$ cat src/rtl/vga_timing.sv
// vga_timing: raster timing generator (hsync/vsync/active/x/y/strobes).
// Ports: clk, reset (async high), en (pixel advance) -> Hsync, Vsync,
//   active, x[9:0], y[9:0], line_start, frame_start, and frame_cnt[15:0]
//   only when VGA_TIMING_FRAMECNT_EN is defined.
module vga_timing #(
   parameter int   H_ACTIVE = 640,
   parameter int   H_FP     = 16,
   parameter int   H_SYNC   = 96,
   parameter int   H_BP     = 48,
   parameter int   V_ACTIVE = 480,
   parameter int   V_FP     = 10,
   parameter int   V_SYNC   = 2,
   parameter int   V_BP     = 33,
   parameter logic H_POL    = 1'b0,
   parameter logic V_POL    = 1'b0
) (
   input  logic        clk,
   input  logic        reset,
   input  logic        en,
   output logic        Hsync,
   output logic        Vsync,
   output logic        active,
   output logic [9:0]  x,
   output logic [9:0]  y,
   output logic        line_start,
   output logic        frame_start
`ifdef VGA_TIMING_FRAMECNT_EN
  ,output logic [15:0] frame_cnt
`endif
);

   localparam logic [9:0] H_LAST = 10'(H_ACTIVE + H_FP + H_SYNC + H_BP - 1);
   localparam logic [9:0] V_LAST = 10'(V_ACTIVE + V_FP + V_SYNC + V_BP - 1);
   localparam logic [9:0] H_ACT  = 10'(H_ACTIVE);
   localparam logic [9:0] V_ACT  = 10'(V_ACTIVE);
   localparam logic [9:0] HS_BEG = 10'(H_ACTIVE + H_FP);
   localparam logic [9:0] HS_END = 10'(H_ACTIVE + H_FP + H_SYNC);
   localparam logic [9:0] VS_BEG = 10'(V_ACTIVE + V_FP);
   localparam logic [9:0] VS_END = 10'(V_ACTIVE + V_FP + V_SYNC);

   logic [9:0] hc_q, hc_d;
   logic [9:0] vc_q, vc_d;
   logic [9:0] x_q, y_q;
   logic       hs_q, vs_q, act_q, ls_q, fs_q;
   logic       hs_d, vs_d, act_d;
   logic       at_org;

   assign at_org = (hc_q == 10'd0) && (vc_q == 10'd0);

   always_comb begin
      hc_d = hc_q;
      vc_d = vc_q;
      if (en) begin
         if (hc_q == H_LAST) begin
            hc_d = 10'd0;
            vc_d = (vc_q == V_LAST) ? 10'd0 : vc_q + 10'd1;
         end else begin
            hc_d = hc_q + 10'd1;
         end
      end
   end

   // Decode uses the current counters; outputs land one enabled clock later
   always_comb begin
      act_d = (hc_q < H_ACT) && (vc_q < V_ACT);
      hs_d  = ((hc_q >= HS_BEG) && (hc_q < HS_END)) ? H_POL : ~H_POL;
      vs_d  = ((vc_q >= VS_BEG) && (vc_q < VS_END)) ? V_POL : ~V_POL;
   end

   always_ff @(posedge clk or posedge reset) begin
      if (reset) begin
         hc_q  <= 10'd0;
         vc_q  <= 10'd0;
         x_q   <= 10'd0;
         y_q   <= 10'd0;
         act_q <= 1'b0;
         hs_q  <= ~H_POL;
         vs_q  <= ~V_POL;
         ls_q  <= 1'b0;
         fs_q  <= 1'b0;
      end else begin
         hc_q <= hc_d;
         vc_q <= vc_d;
         if (en) begin
            x_q   <= hc_q;
            y_q   <= vc_q;
            act_q <= act_d;
            hs_q  <= hs_d;
            vs_q  <= vs_d;
         end
         // Strobes drop on idle clocks so each pulse is one clk wide
         ls_q <= en && (hc_q == 10'd0);
         fs_q <= en && at_org;
      end
   end

`ifdef VGA_TIMING_FRAMECNT_EN
   logic [15:0] frame_cnt_q;

   always_ff @(posedge clk or posedge reset) begin
      if (reset) begin
         frame_cnt_q <= 16'd0;
      end else if (en && at_org) begin
         frame_cnt_q <= frame_cnt_q + 16'd1;
      end
   end

   assign frame_cnt = frame_cnt_q;
`endif

   assign x           = x_q;
   assign y           = y_q;
   assign active      = act_q;
   assign Hsync       = hs_q;
   assign Vsync       = vs_q;
   assign line_start  = ls_q;
   assign frame_start = fs_q;

endmodule
$ cat config.mk
export PLATFORM = sky130hd
export DESIGN_NAME = vga_timing
export DESIGN_NICKNAME = d
export VERILOG_FILES = /design/src/rtl/vga_timing.sv
export SDC_FILE = /design/constraint.sdc
export NUM_CORES = 1
export LEC_CHECK = 0
export ABC_AREA = 0
export BUFFER_PORTS_ARGS = -buffer_cell sky130_fd_sc_hd__buf_2
export CORE_MARGIN = 3
export CORE_UTILIZATION = 51
export DETAILED_ROUTE_END_ITERATION = 10
export MAX_ROUTING_LAYER = met4
export PLACE_DENSITY = 0.75
export SYNTH_ARGS = -nofsm -noshare
export SYNTH_HDL_FRONTEND = slang
export SYNTH_SLANG_ARGS = --single-unit
export TNS_END_PERCENT = 20
$ cat constraint.sdc
create_clock -name clk -period 1.9 [get_ports clk]
set_clock_uncertainty 0.05 [all_clocks]
set_input_delay 0.095 -clock clk [delete_from_list [all_inputs] [get_ports clk]]
set_output_delay 0.095 -clock clk [all_outputs]
set_load 0.01 [all_outputs]
# --- Yosys cells after proc, flatten, opt, wreduce, memory -nomap -nowiden ---
# Cells that the tools add are included.
totals:
  reg_bits: 45
  word_cells: 32
op_classes:
  n_eq_ne: 2
  muxes: 4
  reduce_logical: 9
  n_lt_le_gt_ge: 6
  add_sub_neg: 2
ops:
  columns: ["cell", "count"]
  rows:
  - ["10-bit by 1-bit adder with 10-bit output, second input constant", 2]
  - ["10-bit == test, second input constant", 2]
  - ["10-bit zero test", 2]
  - ["10-bit < comparator, second input constant", 2]
  - ["10-bit by 9-bit < comparator with 1-bit output, second input constant", 2]
  - ["10-bit two-way mux", 2]
  - ["10-bit greater-or-equal comparator, second input constant", 1]
  - ["10-bit by 9-bit greater-or-equal comparator with 1-bit output, second input constant", 1]
  - ["1-bit logical AND", 6]
  - ["1-bit two-way mux", 2]
  - ["2-bit AND reduction", 1]

# --- Longest topological paths before layout ---
logic_depth:
  ltp_word: 3
  ltp_mapped: 6

# --- Worst setup path after synthesis ---
# OpenSTA, ideal clock, no wires.
synth_path:
  kind: "register -> register"
  start: "register hc_q[0]"
  end: "register vc_q[9]"
  stages_incl_launch_ff: 7
  arrival_ns: 1.830
  setup_ns: 0.076
  period_less_slack_ns: 1.957
  n_path_buf: 1
  slack_ns: -0.057
  cell_sequence: "dfrtp_1 ha_1 nand4_1 or3_1 buf_6 or4_1 o21ai_1"
synth_between:
  elab_chain_len: 2
synth_lines:
  columns: ["item", "line_no", "source"]
  rows:
  - ["start, declared", "41", "logic [9:0] hc_q, hc_d;"]
  - ["start signal, assigned", "72", "hc_q <= 10'd0;"]
  - ["start signal, assigned", "82", "hc_q <= hc_d;"]
  - ["10-bit == test", "54", "if (hc_q == H_LAST) begin"]
  - ["2-bit AND reduction (no line)", null, null]
  - ["end signal, assigned", "83", "vc_q <= vc_d;"]
  - ["end, declared", "42", "logic [9:0] vc_q, vc_d;"]
# No other way between the ends.
# A chain may end at the register's enable or synchronous reset.

# --- Worst setup path in the final report ---
layout_path:
  start: "register hc_q[1]"
  end: "register vc_q[9]"
# Same word-level chain as after synthesis.

==> summary.md <==
| Metric | Value |
|---|---|
| Drc violations | 0 |
| Die width | 69.0 um |
| Clk slew on worst S/H paths | about 0.08 ns |
| Netlist Area Pre-Place | 2030 um^2 |
| Crit path DAT | 2.02 ns |
| Top post-synthesis cells by area | dfrtp_1, mux2_2, nand3_1, dfstp_2, xor2_1 |
| Layout cells sized above 1 | 37.0% |
| GRT Overall Usage | 18.4% |
| Largest net degree at the start of global routing | 32 |
| ANT nets after route | 0 |
| 1st-pass router iterations | 4 |
| Initial antenna violation count | 0 |
| Startpoint Class | flop |
| Xor/xnor share of the synthesized area | 4.32% |
| Via count | about 1500 |
| First-pass GRT wire length | 6840 um |
| Max cap viols | 0 |
| Post-Syn Instances | 176 |
| Outcome | completed |
| Sequential area share after synthesis | 55.7% |
| Routability cong. | 0.875 |
| CTS Sinks | 45 |
| Pins Over Slew Limit | 0 |
| Final cell count without fillers | 267 |
| # setup viols final | 0 |
| Worst Setup SP | hc_q[1] |
| Nets | 225 |
| Die area | 4770 um^2 |
| Sequential Power Share | 50.2% |
| Synth cell types | 40 |
| Required time worst endpoint | roughly 2.1 ns |
| Top cell type's share of synthesized area | 53.1% |
| Clock power share | a little under a quarter |
| Average size of a mapped cell | 11.5 um^2 |
| Inserted Clock Buffers | 5 |
| Number of synthesized flops with an enable pin | 0 |
| Tcrit/Tclk final | 97.3% |
| Pwr Density | 965 nW/um^2 |
| Hold Path Class | input port to flop |
| DR WL/cell | about 15 um |
| Post-synthesis net count | 183 |
| Post-synth ARST share | 100% |
| Critical-path maximum fanout | 7 |
| Routed vias/inst | 5.46 |
| Post-synthesis cell type with the largest combined area | dfrtp_1 |
| Worst Hold Launch | en |
| Dominant synthesized flop cell | dfrtp_1 |
| Diode count | 0 |
| Hold Fails Final Rpt | 0 |
| Post-detail-place hpwl | between 2000 and 3000 um |
| Setup bufs post-CTS | 0 |
| Fmax | ~540 MHz |
| Post-synthesis compound-gate area fraction | 4.01% |
| RR Startpoint | hc_q[1] |
| Warnings from Yosys | 0 |
| Synth-to-layout area growth | 19.3% |
| Vias in the first global route | between 1000 and 1500 |
| Switch share | 29.7% |
| Largest family of logic cells by synthesized area | simple AND/OR/NAND/NOR gates |
| Die H | 69.0 um |
| RSZ-0062 raised after global routing | false |
| Initial Util | between 50% and 60% |
| Crit path time final | 1.85 ns |
| Post-Route WL | 3990 um |
| Simple-Gate Fraction of Synth Area | 17.3% |
| Final setup TNS | 0 ns |
| Switching power | roughly 0.00069 W |
| Remaining global-route overflow | 0 |
| Seq cells post-synth | 45 |
| Crit Path Class | flop to flop |
| Worst slew pin tran | 0.831 ns |
| Pleak | 1.19 nW |
| Crit end category | flop |
| Comb pwr share | ~26% |
| Core area | 3740 um^2 |
| Internal Power | roughly 0.0016 W |
| Area share of fa/ha/maj cells after synthesis | 2.47% |
| Inst Count DP | 258 |
| Peak VDD IR | 0.895 mV |
| PortBufs | 27 |
| Io pins | 28 |
| Mux share of post-synthesis cell area | around an eighth |
| Row count | 22 |
| TritonCTS clock tree | yes |
| Drt initial violations | between 80 and 90 |
| Worst rel slew slack | 44.2% |
| Insertion delay to the later sink of the worst-skew pair | about 0.30 ns |
| Clock tree buffer depth | 2 |
| Clock Tree Root | clkbuf_8 |
| H-tree Lvls | 2 |
-- what timing repair did --
item	CTS	global route
hold endpoints to repair	22	0
setup endpoints to repair	1	2
hold buffers	1	0
pin swaps	0	0
gates resized for setup	1	2
-- worst max-delay path, stage by stage (launching register included) --
cell     delay (ns)
dfrtp_1        0.41
ha_2           0.22
nand4_1        0.11
or3_4          0.43
or4_1          0.47
o21ai_1        0.09
-- final timing paths --
kind / end / slack [ns] / depth (start not counted)
min in group asynchronous: x[5] / 0.35 / 3
worst max-delay path: vc_q[9] / 0.05 / 5
worst min-delay path: hc_q[4] / 0.19 / 4
worst min register to register: Vsync / 0.44 / 2
max in group asynchronous: Hsync / 0.83 / 4
worst max register to register: vc_q[9] / 0.05 / 5
-- Yosys cell counts (all sizes together), types with 2 or more instances --
cell / n
dfrtp: 43
mux2: 21
nand3: 13
nand2: 11
nor2: 9
inv: 8
buf: 6
o21ai: 6
xor2: 6
and3: 4
ha: 4
nand4: 4
nor2b: 4
nor3: 4
xnor2: 4
a21oi: 3
nor4: 3
or2: 3
or3: 3
clkbuf: 2
dfstp: 2
mux2i: 2
-- power by group through the flow --
stage | clock network [W] | registers (W) | logic (W)
2_1_floorplan | 0 | 0.00122 | 0.000315
3_3_place_gp | 0 | 0.00118 | 0.000578
3_5_place_dp | 0 | 0.00119 | 0.000596
4_1_cts | 0.000578 | 0.00117 | 0.000601
5_1_grt | 0.000623 | 0.00118 | 0.000658
6_report | 0.000559 | 0.00117 | 0.000602
-- final cells by class --
class                      count  area [um^2]
tap                           48         60.1
clock inverter                 2         10.0
inverter                       8         30.0
timing repair buffer          43          270
clock buffer                   6         72.6
multi-input combinational    115          846
fill                         323         1330
sequential                    45         1130
-- through the flow --
| stage | util (%) | setup slack (ns) | cell area [um^2] | hold WS, ns | total power (W) |
|---|---|---|---|---|---|
| 2_1_floorplan | - | 0.0147 | 2030 | 0.217 | 0.00154 |
| 3_3_place_gp | 61.7 | 0.0760 | 2310 | 0.123 | 0.00175 |
| 3_5_place_dp | 61.7 | 0.00698 | 2310 | 0.141 | 0.00179 |
| 4_1_cts | 64.3 | 0.0514 | 2410 | 0.170 | 0.00235 |
| 5_1_grt | 64.6 | 0.00489 | 2420 | 0.203 | 0.00247 |
| 6_report | 64.6 | 0.0514 | 2420 | 0.189 | 0.00233 |
-- cells in the final DEF (no fill, tap or decap), types with 5 or more instances in the layout --
cell and instances:
dfrtp_1 43, buf_2 27, mux2_2 21, buf_4 14, nand3_1 13, nand2_1 11, nor2_1 9, inv_1 7
xor2_1 6, o21ai_0 5, clkbuf_8 5
-- state kept, by name (all words and copies together) (netlist names) --
signal       count
y               10
line_start       1
x               10
vc_q            10
Vsync            1
Hsync            1
hc_q            10
frame_start      1
active           1
-- metal layers --
metal | GRT usage, % | share of wire, % | wire length (um)
met5 | - | 0 | 0
met4 | 6.51 | 1.2 | 48
met3 | 5.69 | 4.6 | 184
met2 | 27.1 | 48 | 1930
met1 | 24.2 | 46 | 1830
-- logic make-up (layout without fill, tap and decap cells) --
family	Yosys count	count (layout)
simple gates	65	65
flops	45	45
mux	23	23
buf+inv	16	59
compound gates	13	13
xor+xnor	10	10
fa+ha+maj	4	4
(Power assumes the default switching activity.)
